### config.mk
export PLATFORM = sky130hd
export DESIGN_NAME = mw_add_seq
export DESIGN_NICKNAME = d
export VERILOG_FILES = /design/src/rtl/mw_add_seq.sv
export SDC_FILE = /design/constraint.sdc
export NUM_CORES = 1
export LEC_CHECK = 0
export ABC_AREA = 1
export CORE_AREA = 2 2 102 104
export CTS_CLUSTER_SIZE = 12
export DETAILED_ROUTE_END_ITERATION = 10
export DIE_AREA = 0 0 104 106
export PLACE_DENSITY = 0.83
export SYNTH_ARGS = -nofsm -noshare
export SYNTH_HDL_FRONTEND = slang
export SYNTH_SLANG_ARGS = --single-unit
### constraint.sdc
create_clock -name clk -period 3.8 [get_ports clk]
set_clock_uncertainty 0.1 [all_clocks]
set_input_delay 0.76 -clock clk [delete_from_list [all_inputs] [get_ports clk]]
set_output_delay 0.76 -clock clk [all_outputs]
set_load 0.05 [all_outputs]
### src/rtl/mw_add_seq.sv
// Multi-word adder: one N-bit ripple-carry chunk per cycle, LSB chunk first.
// Optional macro MW_ADD_SEQ_OVF_EN adds a registered two's-complement overflow output ovf.

module rca #(
    parameter int N = 8
) (
    input  logic [N-1:0] a,
    input  logic [N-1:0] b,
    input  logic         cin,
    output logic [N-1:0] sum,
    output logic         cout
);
    logic [N:0] c;

    always_comb begin
        c    = '0;
        sum  = '0;
        c[0] = cin;
        for (int i = 0; i < N; i++) begin
            sum[i]   = a[i] ^ b[i] ^ c[i];
            c[i+1]   = (a[i] & b[i]) | (c[i] & (a[i] ^ b[i]));
        end
        cout = c[N];
    end
endmodule

module mw_add_seq #(
    parameter int N     = 8,
    parameter int WORDS = 4
) (
    input  logic                 clk,
    input  logic                 rst,
    input  logic                 start,
    input  logic [N*WORDS-1:0]   a,
    input  logic [N*WORDS-1:0]   b,
    input  logic                 cin,
    output logic                 busy,
    output logic                 done,
    output logic [N*WORDS-1:0]   sum,
`ifdef MW_ADD_SEQ_OVF_EN
    output logic                 ovf,
`endif
    output logic                 cout
);
    localparam int W     = N * WORDS;
    localparam int IDX_W = (WORDS > 1) ? $clog2(WORDS) : 1;

    localparam logic [1:0] IDLE = 2'd0;
    localparam logic [1:0] RUN  = 2'd1;
    localparam logic [1:0] DONE = 2'd2;

    logic [1:0]       state_q, state_d;
    logic [IDX_W-1:0] idx_q, idx_d;
    logic             carry_q, carry_d;
    logic [W-1:0]     a_q, a_d;
    logic [W-1:0]     b_q, b_d;
    logic [W-1:0]     sum_q, sum_d;
    logic             cout_q, cout_d;
`ifdef MW_ADD_SEQ_OVF_EN
    logic             ovf_q, ovf_d;
`endif

    logic [N-1:0]     chunk_s;
    logic             chunk_co;
    logic             last_chunk;

    rca #(.N(N)) u_rca (
        .a    (a_q[idx_q*N +: N]),
        .b    (b_q[idx_q*N +: N]),
        .cin  (carry_q),
        .sum  (chunk_s),
        .cout (chunk_co)
    );

    assign last_chunk = (idx_q == IDX_W'(WORDS - 1));

    always_comb begin
        state_d = state_q;
        idx_d   = idx_q;
        carry_d = carry_q;
        a_d     = a_q;
        b_d     = b_q;
        sum_d   = sum_q;
        cout_d  = cout_q;
`ifdef MW_ADD_SEQ_OVF_EN
        ovf_d   = ovf_q;
`endif
        case (state_q)
            IDLE: begin
                if (start) begin
                    a_d     = a;
                    b_d     = b;
                    carry_d = cin;
                    idx_d   = '0;
                    state_d = RUN;
                end
            end
            RUN: begin
                sum_d[idx_q*N +: N] = chunk_s;
                carry_d             = chunk_co;
                idx_d               = idx_q + IDX_W'(1);
                if (last_chunk) begin
                    cout_d  = chunk_co;
`ifdef MW_ADD_SEQ_OVF_EN
                    // Sign bits of both operands and result plus the carry out of the MSB
                    ovf_d   = a_q[W-1] ^ b_q[W-1] ^ chunk_s[N-1] ^ chunk_co;
`endif
                    state_d = DONE;
                end
            end
            DONE: begin
                state_d = IDLE;
            end
            default: begin
                state_d = IDLE;
            end
        endcase
    end

    always_ff @(posedge clk) begin
        if (rst) begin
            state_q <= IDLE;
            idx_q   <= '0;
            carry_q <= 1'b0;
            sum_q   <= '0;
            cout_q  <= 1'b0;
`ifdef MW_ADD_SEQ_OVF_EN
            ovf_q   <= 1'b0;
`endif
        end else begin
            state_q <= state_d;
            idx_q   <= idx_d;
            carry_q <= carry_d;
            sum_q   <= sum_d;
            cout_q  <= cout_d;
`ifdef MW_ADD_SEQ_OVF_EN
            ovf_q   <= ovf_d;
`endif
        end
    end

    // Operand latches are pure data; reset never needs to touch them
    always_ff @(posedge clk) begin
        a_q <= a_d;
        b_q <= b_d;
    end

    assign busy = (state_q != IDLE);
    assign done = (state_q == DONE);
    assign sum  = sum_q;
    assign cout = cout_q;
`ifdef MW_ADD_SEQ_OVF_EN
    assign ovf  = ovf_q;
`endif
endmodule
## Word level (Yosys, flattened, before mapping)

Cells that the tools add are included.

| cells by class | value |
|---|---|
| add/sub/neg operators | 2 |
| eq/ne operators | 5 |
| shifts and indexed selects | 4 |
| muxes and demuxes | 8 |
| bitwise gates (word level) | 40 |
| reductions and logical operators | 7 |

Operators with widths:

| cell | number |
|---|---|
| 32-bit by 6-bit variable part select with 8-bit output | 2 |
| 5-bit negation with 34-bit output | 1 |
| 8-bit by 34-bit variable shift with 32-bit output (first input constant) | 1 |
| 8-bit by 34-bit variable part select with 32-bit output | 1 |
| 32-bit bitwise mux | 1 |
| 1-bit bitwise AND | 16 |
| 1-bit bitwise XOR | 16 |
| 1-bit OR | 8 |
| 2-bit case mux with 2 select lines | 2 |
| 2-bit AND reduction | 4 |
| 2-bit two-way mux | 3 |
| 2-bit == test (second input constant) | 2 |
| 2-bit != test (second input constant) | 2 |
| 2-bit nonzero test | 2 |
| 2-bit by 1-bit adder with 2-bit output (second input constant) | 1 |
| 2-bit by 1-bit == test with 1-bit output (second input constant) | 1 |
| 2-bit logical NOT | 1 |
| 1-bit case mux with 2 select lines | 1 |
| 1-bit two-way mux | 1 |

| word-level totals | value |
|---|---|
| register bits | 102 |
| input port bits | 68 |
| word-level logic and storage cells | 73 |

## Longest topological paths before layout

| depth | value |
|---|---|
| word-level depth | 19 |
| mapped depth | 20 |
| depth with buffers taken out | 18 |

## By module

A second synthesis with hierarchy kept.

| second synthesis, totals | value |
|---|---|
| cells, all modules | 395 |
| area total of the unflattened synthesis | 4261.6 sq um |

Modules (own cells, without submodules):

| module | instances | cells an instance | area each (sq um) | sequential area each (sq um) |
|---|---|---|---|---|
| mw_add_seq | 1 | 377 | 4063.9 | 2682.6 |
| rca | 1 | 18 | 197.7 | 0.0 |

## Worst setup path after synthesis

OpenSTA, ideal clock, no wires.

| timing | value |
|---|---|
| path kind | register to register |
| start point | register idx_q[0] |
| end point | register sum_q[15], in the netlist sum[15] |
| arrival time | 3.738 ns |
| data required time | 3.572 ns |
| slack | -0.166 ns |
| cell stages (with the launch flop) | 19 |
| path buffers | 2 |
| clock period less this slack | 3.966 ns |
| cell sequence | dfxtp_1 buf_2 buf_2 o21ai_0 nor2_1 a21oi_1 fa_1 fa_1 fa_1 fa_1 inv_1 fa_1 fa_1 fa_1 fa_1 nand3_1 nor2_1 nor2_1 nor2_1 |

| between the ends | value |
|---|---|
| longest elaborated chain between the ends | 19 |
| elaborated cells on any way between the ends | 43 |
| classes of those cells | add/sub: 1; shift: 4; mux: 1; bitwise: 37 |

RTL lines:

| what | RTL line | RTL |
|---|---|---|
| from (decl) | 53 | `logic [IDX_W-1:0] idx_q, idx_d;` |
| from (signal assigned) | 132 | `idx_q <= idx_d;` |
| 32-bit by 6-bit variable part select with 8-bit output (on tied branches) | 68, 69 |  |
| 1-bit bitwise XOR | 20, 21 |  |
| 1-bit bitwise AND | 21 | `c[i+1] = (a[i] & b[i]) \| (c[i] & (a[i] ^ b[i]));` |
| 1-bit OR | 21 |  |
| 1-bit bitwise AND | 21 |  |
| 1-bit OR | 21 |  |
| 1-bit bitwise AND | 21 |  |
| 1-bit OR | 21 |  |
| [... 3 more ...] | n/a |  |
| 1-bit OR | 21 |  |
| 1-bit bitwise AND | 21 |  |
| 1-bit OR | 21 |  |
| 1-bit bitwise AND | 21 |  |
| 1-bit OR | 21 |  |
| 1-bit bitwise XOR | 20 | `sum[i] = a[i] ^ b[i] ^ c[i];` |
| 8-bit by 34-bit variable part select with 32-bit output | 99 | `sum_d[idx_q*N +: N] = chunk_s;` |
| 32-bit bitwise mux (*) | 99 |  |
| to (signal assigned) | 134 | `sum_q <= sum_d;` |
| to (decl) | 57 | `logic [W-1:0] sum_q, sum_d;` |

Every way passes the cells marked *; elsewhere a longest branch is shown, timed or not.
A chain may end at the register's enable or synchronous reset.

## Worst setup path in the final report

Ends and elaborated chain as after synthesis.

==> impl_metrics.json <==
{
  "synth_area_mm2": 0.00434,
  "vias_per_cell": 4.82,
  "rows": 37,
  "worst_pin_slew_ps": 550,
  "finalNonFillerCells": 692,
  "antenna_cells": 0,
  "drtIter0Drc": 152,
  "insertion_delay_ps": 370,
  "net-switching-power_mw": 0.698,
  "drt-total-wl_um": 9850,
  "seqPwrFrac": 0.511,
  "die_w_um": 104,
  "yosysTopAreaCell": "edfxtp_1",
  "cell_internal_pwr_mw": 1.77,
  "cp_max_fo": 7,
  "fmaxAchievable_ghz": 0.262,
  "max-cap-violations": 0,
  "max-vdd-ir-drop_mv": 0.238,
  "p_comb_frac": 0.203,
  "status": "finished, violations left",
  "fin_hold_ws_ps": 378,
  "cp-end-kind": "flop",
  "start_util": 0.434,
  "critPathRequiredTime_ps": 3950,
  "coreArea_mm2": 0.0100,
  "vias": 3337,
  "synth.avg_cell_area_um2": 9.93,
  "synth_edf_count": 64,
  "slew_viol_final": 0,
  "p_leak_nw": 2.25,
  "slew_headroom": 0.632,
  "min_period_over_period": 1.00,
  "tns_ps": -31.5,
  "p_per_area_mw_per_mm2": 421,
  "netSwitchingFraction": 0.282,
  "area_growth_syn_to_layout_pct": 35.2,
  "clkSinkCount": 102,
  "cts_root_buf": "clkbuf_8",
  "synthCells": 437,
  "routabilityCongestion": 0.907,
  "grt-ovfl-total": 0,
  "yosys-top-cells-count": "85 x nor2_1, 75 x nand2_1, 64 x edfxtp_1",
  "hold_viol_final": 0,
  "fp.dieH_um": 106,
  "antenna_found_initial": 0,
  "wl_per_cell_um": 14.2,
  "cts_buffer_depth": 2,
  "layout_min_cycle_time_ps": 3820,
  "timing_worst_setup_path_type": "reg -> reg",
  "ctsHtreeMaxLevel": 3,
  "io_buffers": 102,
  "grt_max_degree": 66,
  "grt_pass1_vias": 3349,
  "synth.most_common_cell": "nor2_1",
  "synthFlopType": "edfxtp_1",
  "die_area_mm2": 0.0110,
  "ys_warn_count": 0,
  "clkPwrFrac": 0.286,
  "route.detailed.drc": 0,
  "synth_seq_cells": 102,
  "synth_top_area_frac": 0.443,
  "ios": 103,
  "ys_types": 26,
  "yosysSeqAreaShare": 0.618,
  "hpwlAfterDp_um": 7360,
  "setup_viol_count_final": 2,
  "async_flop_share": 0,
  "startpoint_type": "flop",
  "arrival_ps": 3970,
  "hold_path_class": "reg -> reg",
  "cts_made_buffers": 9,
  "track_usage": 0.181,
  "synth_area_leaders": "edfxtp_1 44%, dfxtp_1 18%, nor2_1 7.4%, nand2_1 6.5%, o21ai_0 4.4%",
  "violations": "negative setup slack",
  "cts_tree": "done",
  "antenna_left": 0,
  "synth_nets": 519,
  "grt_pass1_wl_um": 15800,
  "dr.pass1.iters": 5,
  "drive_gt1_frac": 0.121,
  "fin_nets": 633,
  "path_clk_slew_ps": 100,
  "rsz0062_at_grt": "true",
  "finalWorstSetupSlack_ps": -17.5,
  "dp.cells": 672
}
## metrics by stage
step / util / area, µm² / power [mW] / setup slack [ps]
3_5_place_dp: 0.558 / 5580 / 1.76 / -162
3_3_place_gp: 0.558 / 5580 / 1.75 / -44.8
2_1_floorplan: - / 4370 / 1.57 / -25.6
6_report: 0.587 / 5870 / 2.47 / -17.5
4_1_cts: 0.583 / 5830 / 2.47 / -28.2
5_1_grt: 0.587 / 5870 / 2.58 / -149
## final timing paths
path                                        endpoint  depth (start not counted)                  start  slack, ps
worst min register to register     cout$_SDFFE_PP0P_                          2      cout$_SDFFE_PP0P_        380
worst max-delay path            sum[15]$_SDFFE_PP0P_                         17  idx_q[0]$_SDFFE_PP0P_        -20
worst min-delay path               cout$_SDFFE_PP0P_                          2      cout$_SDFFE_PP0P_        380
worst max register to register  sum[15]$_SDFFE_PP0P_                         17  idx_q[0]$_SDFFE_PP0P_        -20
## cell families (layout without fill, tap and decap cells)
family / count (synthesis) / after routing / share of synthesized area
AOI/OAI and AO/OA: 76 / 76 / 0.0905
adders and majority gates: 14 / 14 / 0.0542
buffers and inverters: 60 / 179 / 0.0588
DFF: 102 / 102 / 0.618
and+or+nand+nor: 185 / 185 / 0.178
## metal layers
layer | GRT usage | share of wire | wire length (µm) | vias to the layer above
met5 | 0 | 0 | 0 | -
met4 | 0.0579 | 0.016 | 160 | 0
met3 | 0.0478 | 0.058 | 576 | 16
met2 | 0.319 | 0.52 | 5080 | 118
met1 | 0.217 | 0.41 | 4030 | 1542
li1 | - | - | - | 1661
## power by group through the flow
stage | clock network [mW] | logic [mW] | registers (mW)
floorplan | 0 | 0.251 | 1.31
global placement | 0 | 0.460 | 1.29
detailed placement | 0 | 0.468 | 1.29
CTS | 0.721 | 0.484 | 1.26
global route | 0.763 | 0.546 | 1.27
finish | 0.707 | 0.501 | 1.26
## critical path, stage by stage (launching register included)
cell,delay [ps]
dfxtp_4,430
buf_6,130
o21ai_2,50
nor2_1,120
a21oi_2,50
fa_2,340
fa_2,350
fa_2,350
fa_2,340
inv_2,60
fa_2,190
fa_2,220
fa_2,210
fa_2,470
nand3_2,100
nor2_1,60
nor2_1,90
nor2_1,40
## layout by cell type, fill, tap and decap left out, types with 3 or more instances in the layout
| cell | n |
|---|---|
| nand2_1 | 75 |
| o22ai_1 | 8 |
| a21oi_1 | 22 |
| nor2_1 | 85 |
| a21oi_2 | 7 |
| nor2_4 | 3 |
| edfxtp_1 | 64 |
| inv_2 | 5 |
| fa_2 | 8 |
| clkinv_1 | 3 |
| ha_1 | 6 |
| buf_4 | 14 |
| nand3_1 | 14 |
| dfxtp_1 | 36 |
| inv_1 | 36 |
| clkdlybuf4s50_1 | 102 |
| o21ai_0 | 35 |
| clkbuf_8 | 9 |
## registers in the layout, summed over array words and instances, names as in the netlist
name	flops
a_q	32
cout	1
state_q	2
idx_q	2
b_q	32
sum	32
carry_q	1
## area by class of cell
cell class / instances / area [µm²]
timing repair buffer: 119 / 1180
tap: 136 / 170
fill: 860 / 4130
multi-input combinational: 275 / 1460
clock buffer: 9 / 124
inverter: 44 / 168
clock inverter: 7 / 80.1
sequential: 102 / 2690
## repair_timing
item | in CTS | in global routing
pin swaps | 7 | 4
setup endpoints to repair | 4 | 5
cloned | 0 | 0
buffers inserted | 2 | 2
hold buffers | 0 | 0
gates resized for setup | 13 | 10
Power figures use the tool's default switching activity.
==> RTL edit 1, RTL diff (same flow settings) <==
`sum_q` no longer has a reset.
--- a/src/rtl/mw_add_seq.sv
+++ b/src/rtl/mw_add_seq.sv
@@ -124,3 +124,2 @@
             carry_q <= 1'b0;
-            sum_q   <= '0;
             cout_q  <= 1'b0;
@@ -133,3 +132,2 @@
             carry_q <= carry_d;
-            sum_q   <= sum_d;
             cout_q  <= cout_d;
@@ -139,2 +137,6 @@
         end
+    end
+
+    always_ff @(posedge clk) begin
+        sum_q <= sum_d;
     end
Formal check against the unedited RTL: differs if rst is asserted again (counterexample within 4 cycles, from zero or initial values and one cycle with rst high); with rst held inactive, the same outputs for 10 cycles.
==> RTL edit 1 against the unedited design <==
- global-route usage decreased by 2.3 points
- area after synthesis is 2.9% lower
- maximum frequency is 2.2% higher
- sequential cell count unchanged
- die area stayed put
- routed wire length decreased by 14%
- design area fell by 4.1%
- worst setup slack improved by 0.083 ns
- hold slack improved by 0.038 ns
- total power is 2.6% lower
- critical path depth fell by 2
- critical path type unchanged
==> RTL edit 1: results (changes against the unedited design) <==
[run_status]
outcome = finished clean  ; was finished with violations

[sta]
worst_slew_pin_slew_ns = 0.767  ; was 0.550 ns

[drt]
wire_per_inst_microns = 14.7  ; was 14.2 microns
wl_met2_mm = 4.42  ; was 5.08 mm
firstDrtPassIters = 4  ; was 5
finalWirelength_mm = 8.49  ; was 9.85 mm
avgViaCountPerCell = 4.71  ; was 4.82
drtIter0Drc = 82  ; was 152
met1_length_mm = 3.52  ; was 4.03 mm

[power]
finalPower_mw = 2.41  ; was 2.47 mW
p_comb_uw = 503  ; was 501 uW
p_seq_mw = 1.33  ; was 1.26 mW
p_leak_nw = 2.05  ; was 2.25 nW
power.density_nw_per_um2 = 427  ; was 421 nW/um^2

[placed_design]
post-dp-hpwl_mm = 6.14  ; was 7.36 mm
gp_congestion = 0.803  ; was 0.907
place_ws_ns = -0.0123  ; was -0.162 ns
dp.cells = 561  ; was 672

[logic_synthesis]
synth_edf_count = 96  ; was 64
yosys.cell_types.count = 24  ; was 26
synthTopCellsByCount = edfxtp_1, nor2_1, nand2_1, nand3_1, o21ai_1  ; was nor2_1, nand2_1, edfxtp_1
synth_nets = 409  ; was 519
synth_compound_area_share_pct = 3.38  ; was 9.05%
synth_fa_ha_area_share_pct = 5.58  ; was 5.42%
synth_area_per_cell_sq_um = 12.9  ; was 9.93 sq um
synth_area_leaders = edfxtp_1, nor2_1, nand2_1  ; was edfxtp_1, dfxtp_1, nor2_1
yosysSeqAreaShare_pct = 71.3  ; was 61.8%

[worst_setup_path]
path_max_fanout = 6  ; was 7
crit_slowest_cell = fa_1  ; was fa_2
worst-endpoint-arrival_ns = 3.73  ; was 3.97 ns

[global_routing]
grt_pass1_wl_mm = 13.6  ; was 15.8 mm
track_usage_pct = 15.7  ; was 18.1%
grtUsageMet3_pct = 4.41  ; was 4.78%
grt_pass1_vias = 2815  ; was 3349
grtUsageMet1_pct = 18.6  ; was 21.7%
grt_use_met2_pct = 28.5  ; was 31.9%

[final_layout]
fill_cells = 852  ; was 860
num-nets-final = 520  ; was 633

[clock_tree]
cts_buffers = 9  ; unchanged

RTL edit 1: final timing paths:
check | endpoint | depth (start not counted) | start | slack [ns]
max reg2reg | sum[31]$_DFFE_PP_ | 15 | idx_q[0]$_SDFFE_PP0P_ | 0.07
min | cout$_SDFFE_PP0P_ | 2 | cout$_SDFFE_PP0P_ | 0.42
max | sum[31]$_DFFE_PP_ | 15 | idx_q[0]$_SDFFE_PP0P_ | 0.07
min reg2reg | cout$_SDFFE_PP0P_ | 2 | cout$_SDFFE_PP0P_ | 0.42
RTL edit 1: cell type report:
class / count / share of cell area (%)
clock inverter: 6 / 0.511
clock buffer: 10 / 2.27
inverter: 19 / 1.44
sequential: 102 / 53.5
multi-input combinational: 193 / 19.1
timing repair buffer: 113 / 20.2
tap: 136 / 3.02
RTL edit 1: timing repair:
| action | 4_1_cts | 5_1_grt |
|---|---|---|
| setup buffers | 0 | 2 |
| gates resized for setup | 1 | 30 |
| pin swaps | 0 | 3 |
| setup endpoints to repair | 3 | 8 |
==> RTL edit 2, RTL diff (same flow settings) <==
Without the edit above. Add a define of `MW_ADD_SEQ_OVF_EN`.
--- a/src/rtl/mw_add_seq.sv
+++ b/src/rtl/mw_add_seq.sv
@@ -2,2 +2,4 @@
 // Optional macro MW_ADD_SEQ_OVF_EN adds a registered two's-complement overflow output ovf.
+
+`define MW_ADD_SEQ_OVF_EN
 
Formal check against the unedited RTL (old outputs only; new: ovf): equivalent (Yosys induction, for registers that start in step).
==> RTL edit 2 against the unedited design <==
- the run still ends with setup timing left
- combinational power up 1%
- sequential share of layout area is 0.91 points higher
- worst setup slack got worse by 0.024 ns
- total power fell by 1.9%
- synthesized cell count down 2.5%
- routed wire length down 1.8%
- maximum frequency fell by 0.61%
- design area down 1.2%
- cell count shrank 1.9%
- sequential cell count increased by 1
- area after synthesis fell by 0.46%
- critical path type unchanged
- critical endpoint is now ovf$_SDFFE_PP0P_
- largest cell class unchanged
==> RTL edit 2: results (changes against the unedited design) <==
[drt]
finalWirelength_mm = 9.67  ; was 9.85 mm
wl_met3_microns = 557  ; was 576 microns
wl_met2_mm = 5.12  ; was 5.08 mm
avgViaCountPerCell = 4.98  ; was 4.82
firstDrtPassIters = 4  ; was 5
drtIter0Drc = 146  ; was 152

[sta]
worst_slew_pin_slew_ns = 0.799  ; was 0.550 ns
finalSetupViolCount = 3  ; was 2
tns_ns = -0.102  ; was -0.0315 ns
hold-worst-slack_ns = 0.371  ; was 0.378 ns
layout_setup_ws_ns = -0.0410  ; was -0.0175 ns

[global_routing]
grt_pass1_wl_mm = 15.6  ; was 15.8 mm
grt_max_degree = 65  ; was 66
grt_pass1_vias = 3428  ; was 3349
grtUsageMet1_pct = 19.9  ; was 21.7%
grtUsageMet3_pct = 4.11  ; was 4.78%
track_usage_pct = 17.8  ; was 18.1%

[final_layout]
final_cell_count_no_fill = 679  ; was 692
num-nets-final = 620  ; was 633
fill_cells = 867  ; was 860
drive_above_1_share_pct = 10.9  ; was 12.1%

[logic_synthesis]
synthTopCellsByCount = nor2_1, nand2_1, edfxtp_1, o21ai_0, dfxtp_1  ; was nor2_1, nand2_1, edfxtp_1
synth_nets = 508  ; was 519
synth_area_per_cell_sq_um = 10.1  ; was 9.93 sq um
yosysSeqAreaShare_pct = 62.6  ; was 61.8%
yosys.cell_types.count = 20  ; was 26
synth_compound_area_share_pct = 10.9  ; was 9.05%
synth_area_leaders = edfxtp_1, dfxtp_1, nor2_1  ; unchanged

[power]
p_leak_nw = 2.17  ; was 2.25 nW
sw_frac_of_total_pct = 29.0  ; was 28.2%
vdd_drop_max_mv = 0.205  ; was 0.238 mV

[run_status]
outcome = finished with violations  ; unchanged
violations = setup timing  ; unchanged

[placed_design]
gp_congestion = 0.861  ; was 0.907
io_buffers = 103  ; was 102
place_ws_ns = -0.146  ; was -0.162 ns
place_area_sq_um = 5560  ; was 5580 sq um

[worst_setup_path]
worst-endpoint-arrival_ns = 4.00  ; was 3.97 ns
worstSetupEndpoint = ovf$_SDFFE_PP0P_  ; was sum[15]$_SDFFE_PP0P_
reg2regPathDepth = 18  ; was 17

[clock_tree]
cts_resized = 8  ; was 13
post_cts_buffers = 0  ; was 2

[min_path]
hp-start = sum[19]$_SDFFE_PP0P_  ; was cout$_SDFFE_PP0P_

==> RTL edit 2: cell count changes in the layout (fill, tap and decap cells not counted), moves of 4 or more <==
cell,unedited run,this run
nand2_1,75,66
o21ai_1,1,8
buf_4,14,10
o22a_1,0,8
nor2_1,85,79
a21oi_2,7,3
==> RTL edit 2: layout make-up <==
cell class | instances | area [sq um] | share of cell area [%]
flip-flops and latches | 103 | 2710 | 46.7
multi-input cells | 270 | 1460 | 25.1
repair buffers | 115 | 1130 | 19.5
well taps | 136 | 170 | 2.94
inverters | 39 | 151 | 2.61
clock buffers | 10 | 128 | 2.20
clock inverters | 6 | 53.8 | 0.928
==> RTL edit 2: power groups by stage <==
stage	sequential (mW)	clock, mW	combinational (mW)
global route	1.28	0.697	0.553
CTS	1.28	0.653	0.483
finish	1.28	0.639	0.507
detailed placement	1.30	0	0.474
global placement	1.30	0	0.452
floorplan	1.33	0	0.262
